File: config.mk
export PLATFORM = sky130hd
export DESIGN_NAME = native2stream_flat
export DESIGN_NICKNAME = d
export VERILOG_FILES = /design/src/rtl/native2stream_pkg.sv /design/src/rtl/native2stream_if.sv /design/src/rtl/native2stream_buf.sv /design/src/rtl/native2stream.sv /design/src/flat_wrapper.sv
export SDC_FILE = /design/constraint.sdc
export NUM_CORES = 1
export LEC_CHECK = 0
export ABC_AREA = 1
export CAP_MARGIN = 25
export CORE_MARGIN = 1.5
export CORE_UTILIZATION = 45
export CTS_CLUSTER_DIAMETER = 50
export DETAILED_ROUTE_END_ITERATION = 8
export PLACE_DENSITY = 0.72
export SLEW_MARGIN = 20
export SYNTH_ARGS = -nofsm -noshare
export SYNTH_HDL_FRONTEND = slang
export SYNTH_SLANG_ARGS = --single-unit
File: constraint.sdc
create_clock -name clk -period 3.7 [get_ports clk]
set_clock_uncertainty 0.15 [all_clocks]
set_input_delay 0.74 -clock clk [delete_from_list [all_inputs] [get_ports clk]]
set_output_delay 0.74 -clock clk [all_outputs]
set_load 0.05 [all_outputs]
File: src/rtl/native2stream_pkg.sv
// Shared types and helpers for the native-FIFO to AXI4-Stream bridge.
// Imported by the interface, the output buffer and the top level.
package native2stream_pkg;

   typedef logic [1:0] occ_t;

   function automatic int keep_w(input int w);
      return w / 8;
   endfunction

endpackage

File: src/rtl/native2stream_if.sv
// AXI4-Stream bundle driven by native2stream.
// Master drives the beat, slave returns tready.
interface native2stream_if
   import native2stream_pkg::*;
#(
   parameter int WIDTH = 16
);

   logic                       tvalid;
   logic                       tready;
   logic [WIDTH-1:0]           tdata;
   logic [keep_w(WIDTH)-1:0]   tkeep;
   logic                       tlast;

   modport master (
      output tvalid,
      input  tready,
      output tdata,
      output tkeep,
      output tlast
   );

   modport slave (
      input  tvalid,
      output tready,
      input  tdata,
      input  tkeep,
      input  tlast
   );

endinterface

File: src/rtl/native2stream_buf.sv
// Two-entry synchronous FIFO holding {last, data} words.
// Write and read may occur in the same cycle.
module native2stream_buf
   import native2stream_pkg::*;
#(
   parameter int WIDTH = 16
) (
   input  logic           clk,
   input  logic           rst,
   input  logic           wr,
   input  logic [WIDTH:0] wdata,
   input  logic           rd,
   output logic [WIDTH:0] rdata,
   output occ_t           occ
);

   logic [WIDTH:0] mem [2];
   logic           head;
   logic           tail;

   always_ff @(posedge clk) begin
      if (rst) begin
         mem[0] <= '0;
         mem[1] <= '0;
         head   <= 1'b0;
         tail   <= 1'b0;
         occ    <= 2'd0;
      end else begin
         if (wr) begin
            mem[tail] <= wdata;
            tail      <= ~tail;
         end
         if (rd) begin
            head <= ~head;
         end
         unique case ({wr, rd})
            2'b10:   occ <= occ + 2'd1;
            2'b01:   occ <= occ - 2'd1;
            default: occ <= occ;
         endcase
      end
   end

   assign rdata = mem[head];

endmodule

File: src/rtl/native2stream.sv
// Native (1-cycle latency) FIFO read port to AXI4-Stream master bridge.
// Reads are issued only when buffer space is guaranteed for in-flight data.
module native2stream
   import native2stream_pkg::*;
#(
   parameter int WIDTH     = 16,
   parameter int CNT_WIDTH = 32
) (
   input  logic                 clk,
   input  logic                 rst,
   input  logic                 fifo_empty,
   output logic                 fifo_rd,
   input  logic [WIDTH:0]       fifo_data,
   native2stream_if.master      m_axis,
   output logic [CNT_WIDTH-1:0] pkt_cnt
);

   localparam int KEEP_W = keep_w(WIDTH);

   logic           infl;
   logic           pop;
   occ_t           occ;
   logic [2:0]     lvl;
   logic [WIDTH:0] head;

   assign pop = m_axis.tvalid & m_axis.tready;

   // Committed slots after this cycle's pop; a new read needs one free.
   assign lvl = {1'b0, occ} + {2'b00, infl} - {2'b00, pop};

   assign fifo_rd = ~rst & ~fifo_empty & (lvl < 3'd2);

   always_ff @(posedge clk) begin
      if (rst) begin
         infl <= 1'b0;
      end else begin
         infl <= fifo_rd;
      end
   end

   always_ff @(posedge clk) begin
      if (rst) begin
         pkt_cnt <= '0;
      end else if (pop & m_axis.tlast) begin
         pkt_cnt <= pkt_cnt + 1'b1;
      end
   end

   native2stream_buf #(
      .WIDTH (WIDTH)
   ) u_buf (
      .clk   (clk),
      .rst   (rst),
      .wr    (infl),
      .wdata (fifo_data),
      .rd    (pop),
      .rdata (head),
      .occ   (occ)
   );

   assign m_axis.tvalid = (occ != 2'd0);
   assign m_axis.tdata  = head[WIDTH-1:0];
   assign m_axis.tlast  = head[WIDTH];
   assign m_axis.tkeep  = {KEEP_W{1'b1}};

endmodule

File: src/flat_wrapper.sv
// flat-port wrapper written by rule: the top's interface ports become plain ports
module native2stream_flat import native2stream_pkg::*;
#(
   parameter int WIDTH     = 16,
   parameter int CNT_WIDTH = 32
)
  (clk, rst, fifo_empty, fifo_rd, fifo_data, pkt_cnt, m_axis_tvalid, m_axis_tready, m_axis_tdata, m_axis_tkeep, m_axis_tlast);
  native2stream_if #(.WIDTH(WIDTH)) m_axis_i ();
  input  logic clk;
  input  logic rst;
  input  logic fifo_empty;
  output logic fifo_rd;
  input  logic [WIDTH:0] fifo_data;
  output logic [CNT_WIDTH-1:0] pkt_cnt;
  output wire logic [$bits(m_axis_i.tvalid)-1:0] m_axis_tvalid;
  input wire logic [$bits(m_axis_i.tready)-1:0] m_axis_tready;
  output wire logic [$bits(m_axis_i.tdata)-1:0] m_axis_tdata;
  output wire logic [$bits(m_axis_i.tkeep)-1:0] m_axis_tkeep;
  output wire logic [$bits(m_axis_i.tlast)-1:0] m_axis_tlast;
  assign m_axis_tvalid = m_axis_i.tvalid;
  assign m_axis_i.tready = m_axis_tready;
  assign m_axis_tdata = m_axis_i.tdata;
  assign m_axis_tkeep = m_axis_i.tkeep;
  assign m_axis_tlast = m_axis_i.tlast;
  native2stream #(.WIDTH(WIDTH), .CNT_WIDTH(CNT_WIDTH)) u_core (.clk(clk), .rst(rst), .fifo_empty(fifo_empty), .fifo_rd(fifo_rd), .fifo_data(fifo_data), .m_axis(m_axis_i), .pkt_cnt(pkt_cnt));
endmodule
==> run_summary.xml <==
<?xml version="1.0" encoding="UTF-8"?>
<metrics>
  <group name="global_route">
    <metric name="global_route.overflow_total" unit="">0</metric>
    <metric name="grt_pass1_vias" unit="">3077</metric>
    <metric name="globalRouteTotalUtil" unit="%">20.55</metric>
    <metric name="grt_antenna_before_repair" unit="">0</metric>
    <metric name="first_pass_grt_wire_length" unit="um">13810</metric>
    <metric name="grt_max_degree" unit="">30</metric>
  </group>
  <group name="logic_synthesis">
    <metric name="postSynth.topFlopCell" unit="">sky130_fd_sc_hd__dfxtp_1</metric>
    <metric name="postSynth.asyncResetShare" unit="%">0</metric>
    <metric name="synth_seq_cells" unit="">72</metric>
    <metric name="mappedNetlistArea" unit="mm^2">0.003595</metric>
    <metric name="ys_seq_area_share" unit="%">49.56</metric>
    <metric name="synth_edf_count" unit="">34</metric>
    <metric name="synth_warnings" unit="">0</metric>
    <metric name="synth_cells" unit="">482</metric>
    <metric name="post_synth_num_cell_types" unit="">33</metric>
    <metric name="synth.avg_cell_area" unit="um^2">7.458</metric>
  </group>
  <group name="floorplan">
    <metric name="die_w" unit="um">92.38</metric>
    <metric name="initial_core_utilization" unit="%">46.52</metric>
    <metric name="design.die.area" unit="mm^2">0.008533</metric>
    <metric name="die_h" unit="um">92.38</metric>
    <metric name="design.core.area" unit="mm^2">0.007727</metric>
    <metric name="core.rowCount" unit="">32</metric>
    <metric name="num_io_pins" unit="">74</metric>
  </group>
  <group name="worst_setup_path">
    <metric name="critical_path.cell_chain" unit="">clkdlybuf4s50_1 -&gt; inv_2 -&gt; nor2_8 -&gt; ha_4 -&gt; nor2_2 -&gt; inv_1 -&gt; fa_2 -&gt; xor2_2 -&gt; nor4_4 -&gt; buf_12</metric>
    <metric name="worstSetupStartpointType" unit="">primary input</metric>
    <metric name="critical_path_arrival" unit="ns">2.74</metric>
    <metric name="worst_ep_required_time" unit="ns">2.81</metric>
    <metric name="path_max_fanout" unit="">2</metric>
    <metric name="critical_r2r_capture" unit="">u_core.infl$_SDFF_PP0_</metric>
    <metric name="r2r_cells" unit="">8</metric>
    <metric name="reg2reg_from" unit="">u_core.u_buf.occ[1]$_SDFFE_PP0N_</metric>
    <metric name="critPathKind" unit="">in -&gt; out</metric>
    <metric name="critPathMaxStageDelay" unit="ns">0.47</metric>
    <metric name="worstSetupEndpointType" unit="">output port</metric>
    <metric name="cpMaxStageDelayCell" unit="">sky130_fd_sc_hd__clkdlybuf4s50_1</metric>
    <metric name="r2r_setup_slack" unit="ns">1.55</metric>
  </group>
  <group name="clock_network">
    <metric name="clkSlewWorstSetupHoldPaths" unit="ns">0.08</metric>
    <metric name="clock-sinks" unit="">72</metric>
    <metric name="cts_made_buffers" unit="">9</metric>
    <metric name="cts-root-buf" unit="">sky130_fd_sc_hd__clkbuf_8</metric>
    <metric name="h_tree_levels" unit="">3</metric>
    <metric name="clockBufferDepth" unit="">2</metric>
    <metric name="clk_latency" unit="ns">0.35</metric>
    <metric name="tritoncts" unit="">done</metric>
  </group>
  <group name="placed_design">
    <metric name="place_congestion" unit="">0.8876</metric>
    <metric name="placement.io_buffers" unit="">71</metric>
    <metric name="detailedPlace.worstSlack" unit="ns">-0.03489</metric>
    <metric name="place.detailed.hpwl" unit="um">5920</metric>
  </group>
  <group name="cells_and_area">
    <metric name="fin_nets" unit="">583</metric>
    <metric name="fillers" unit="">680</metric>
    <metric name="multi_input_comb_area" unit="mm^2">0.001580</metric>
    <metric name="layout-area-overhead-vs-synth" unit="%">30.07</metric>
    <metric name="final_core_util" unit="%">60.51</metric>
    <metric name="antennaDiodeCount" unit="">0</metric>
    <metric name="share_of_cells_above_drive_strength_1" unit="%">7.460</metric>
    <metric name="sequential_standard_cell_area" unit="mm^2">0.001782</metric>
  </group>
  <group name="detailed_routing">
    <metric name="drt_wl_total" unit="um">8320</metric>
    <metric name="detail_route.iter0.violations" unit="">167</metric>
    <metric name="routed_wire_length_per_instance" unit="um">12.51</metric>
    <metric name="drt_pre_antenna_iters" unit="">4</metric>
    <metric name="route.vias.total" unit="">3232</metric>
    <metric name="drcViolationCount" unit="">0</metric>
    <metric name="antenna_violating_nets_post_route" unit="">0</metric>
    <metric name="post_drt_via_cell_ratio" unit="">4.860</metric>
  </group>
  <group name="pwr">
    <metric name="ir_worst_vdd" unit="V">0.0001895</metric>
    <metric name="power_per_cell_area" unit="mW/mm^2">527.8</metric>
    <metric name="p_leak" unit="nW">1.856</metric>
  </group>
  <group name="sta">
    <metric name="worst_slew_pin_slew" unit="ns">0.7295</metric>
    <metric name="period_needed" unit="ns">3.628</metric>
    <metric name="report.final.slew_viol_count" unit="">0</metric>
    <metric name="timing.final.ws_setup" unit="ns">0.07241</metric>
    <metric name="hold_violations" unit="">0</metric>
    <metric name="max_clock_freq" unit="GHz">0.2757</metric>
    <metric name="post-route-period-util" unit="%">98.04</metric>
    <metric name="finalSetupViolations" unit="">0</metric>
    <metric name="max-slew-margin-rel" unit="%">51.25</metric>
  </group>
  <group name="job">
    <metric name="drv_cap" unit="">0</metric>
  </group>
  <group name="hold_path">
    <metric name="worst_hold_end" unit="">u_core.u_buf.head$_SDFFE_PP0P_</metric>
    <metric name="timing.hold.worst_path_depth" unit="">1</metric>
    <metric name="hold_path_startpoint" unit="">u_core.u_buf.head$_SDFFE_PP0P_</metric>
    <metric name="timing.hold.worst.class" unit="">reg -&gt; reg</metric>
  </group>
  <group name="outcome">
    <metric name="outcome" unit="">finished, final reports clean</metric>
  </group>
</metrics>
[worst max path at each step]
stage | start | endpoint | slack [ns] | depth (start not counted)
finish | m_axis_tready | fifo_rd | 0.07 | 10
global route | m_axis_tready | fifo_rd | -0.02 | 10
CTS | m_axis_tready | fifo_rd | 0.01 | 10
detailed placement | m_axis_tready | fifo_rd | -0.03 | 10
global placement | m_axis_tready | fifo_rd | 0.007 | 10
floorplan | m_axis_tready | fifo_rd | 0.24 | 8
[routing by layer]
layer | share of wire, % | routed length (um) | up-vias | track usage [%]
met5 | 0 | 0 | - | 0
met4 | 1.7 | 138 | 0 | 8.333
li1 | - | - | 1664 | -
met3 | 5.7 | 478 | 12 | 3.448
met1 | 44 | 3665 | 1455 | 25.17
met2 | 49 | 4037 | 101 | 35.72
[sequential cells by signal (all words and copies together) (netlist names), named ones only]
name	flops
u_core.infl	1
u_core.u_buf.occ	2
u_core.u_buf.mem	34
u_core.pkt_cnt	32
u_core.u_buf.tail	1
u_core.u_buf.head	1
[critical path: cells and delay by family]
| family | cells | cell delay [ns] |
|---|---|---|
| xor gates and xnor gates | 1 | 0.17 |
| buffers and inverters | 4 | 0.78 |
| adders and majority gates | 2 | 0.56 |
| and+or+nand+nor | 3 | 0.50 |
[what timing repair did]
item	in CTS	in global routing
endpoints found under the setup margin	1	1
resized for setup	2	3
setup buffers	0	1
hold buffers	0	0
pin swaps	0	2
[placed cells by master (no fill, tap or decap), types with 2 or more instances in the layout]
| cell | count |
|---|---|
| sky130_fd_sc_hd__a21oi_1 | 22 |
| sky130_fd_sc_hd__and3_1 | 2 |
| sky130_fd_sc_hd__buf_4 | 5 |
| sky130_fd_sc_hd__bufinv_16 | 2 |
| sky130_fd_sc_hd__clkbuf_8 | 10 |
| sky130_fd_sc_hd__clkdlybuf4s50_1 | 70 |
| sky130_fd_sc_hd__conb_1 | 2 |
| sky130_fd_sc_hd__dfxtp_1 | 38 |
| sky130_fd_sc_hd__edfxtp_1 | 34 |
| sky130_fd_sc_hd__ha_1 | 2 |
| sky130_fd_sc_hd__inv_1 | 51 |
| sky130_fd_sc_hd__nand2_1 | 139 |
| sky130_fd_sc_hd__nand2_4 | 2 |
| sky130_fd_sc_hd__nand3_1 | 29 |
| sky130_fd_sc_hd__nand4_1 | 5 |
| sky130_fd_sc_hd__nor2_1 | 108 |
| sky130_fd_sc_hd__nor2_2 | 7 |
| sky130_fd_sc_hd__nor2_4 | 2 |
| sky130_fd_sc_hd__nor3_1 | 2 |
| sky130_fd_sc_hd__o21ai_0 | 8 |
| sky130_fd_sc_hd__xor2_1 | 2 |
[cells in the mapped netlist, types with 2 or more instances]
| cell type | instances | area, um^2 |
|---|---|---|
| sky130_fd_sc_hd__buf_2 | 3 | 15.01 |
| sky130_fd_sc_hd__nor2_1 | 109 | 409.1 |
| sky130_fd_sc_hd__nor2_4 | 2 | 22.52 |
| sky130_fd_sc_hd__and3_1 | 2 | 12.51 |
| sky130_fd_sc_hd__nand2_4 | 2 | 22.52 |
| sky130_fd_sc_hd__edfxtp_1 | 34 | 1021 |
| sky130_fd_sc_hd__inv_1 | 52 | 195.2 |
| sky130_fd_sc_hd__a21oi_1 | 22 | 110.1 |
| sky130_fd_sc_hd__buf_6 | 2 | 22.52 |
| sky130_fd_sc_hd__nand2_1 | 139 | 521.8 |
| sky130_fd_sc_hd__nor2_2 | 6 | 37.54 |
| sky130_fd_sc_hd__xor2_1 | 3 | 26.28 |
| sky130_fd_sc_hd__o21ai_0 | 8 | 40.04 |
| sky130_fd_sc_hd__nor3_1 | 2 | 10.01 |
| sky130_fd_sc_hd__buf_4 | 2 | 15.01 |
| sky130_fd_sc_hd__nand3_1 | 29 | 145.1 |
| sky130_fd_sc_hd__nor4_1 | 2 | 12.51 |
| sky130_fd_sc_hd__ha_1 | 3 | 37.54 |
| sky130_fd_sc_hd__dfxtp_1 | 38 | 760.7 |
| sky130_fd_sc_hd__nand4_1 | 5 | 31.28 |
| sky130_fd_sc_hd__clkbuf_1 | 5 | 18.77 |
[stage by stage]
stage	total power [W]	std cells	TNS (ns)	area, um^2	hold slack [ns]
6_report	0.002468	665	0	4676	0.3440
5_1_grt	0.002577	665	-0.02049	4676	0.3504
4_1_cts	0.002457	664	0	4646	0.3295
3_5_place_dp	0.001761	648	-0.03489	4420	0.3174
3_3_place_gp	0.001743	648	0	4420	0.2853
2_1_floorplan	0.001523	483	0	3613	0.2758
[logic make-up after synthesis]
group           Yosys count  synth area share, %
fa+ha+maj                 4                1.601
buf+inv                  66                7.692
simple gates            302                35.36
xor+xnor                  3               0.7311
compound gates           34                4.943
flops                    72                49.56
other cells               1               0.1043
[area by class of cell]
type,count,share of cell area (%)
Clock buffer,11,3.024
Clock inverter,5,1.739
Inverter,54,4.389
Multi-Input combinational cell,345,33.80
Sequential cell,72,38.11
Tap cell,102,2.729
Timing Repair Buffer,76,16.22
[power by group]
| part | leakage (nW) | internal [W] | switching [W] |
|---|---|---|---|
| Combinational | 1.09 | 0.000262 | 0.000530 |
| Sequential | 0.660 | 0.000919 | 0.0000542 |
| Clock | 0.110 | 0.000398 | 0.000305 |
No activity file was read; power rests on OpenSTA's default activity.
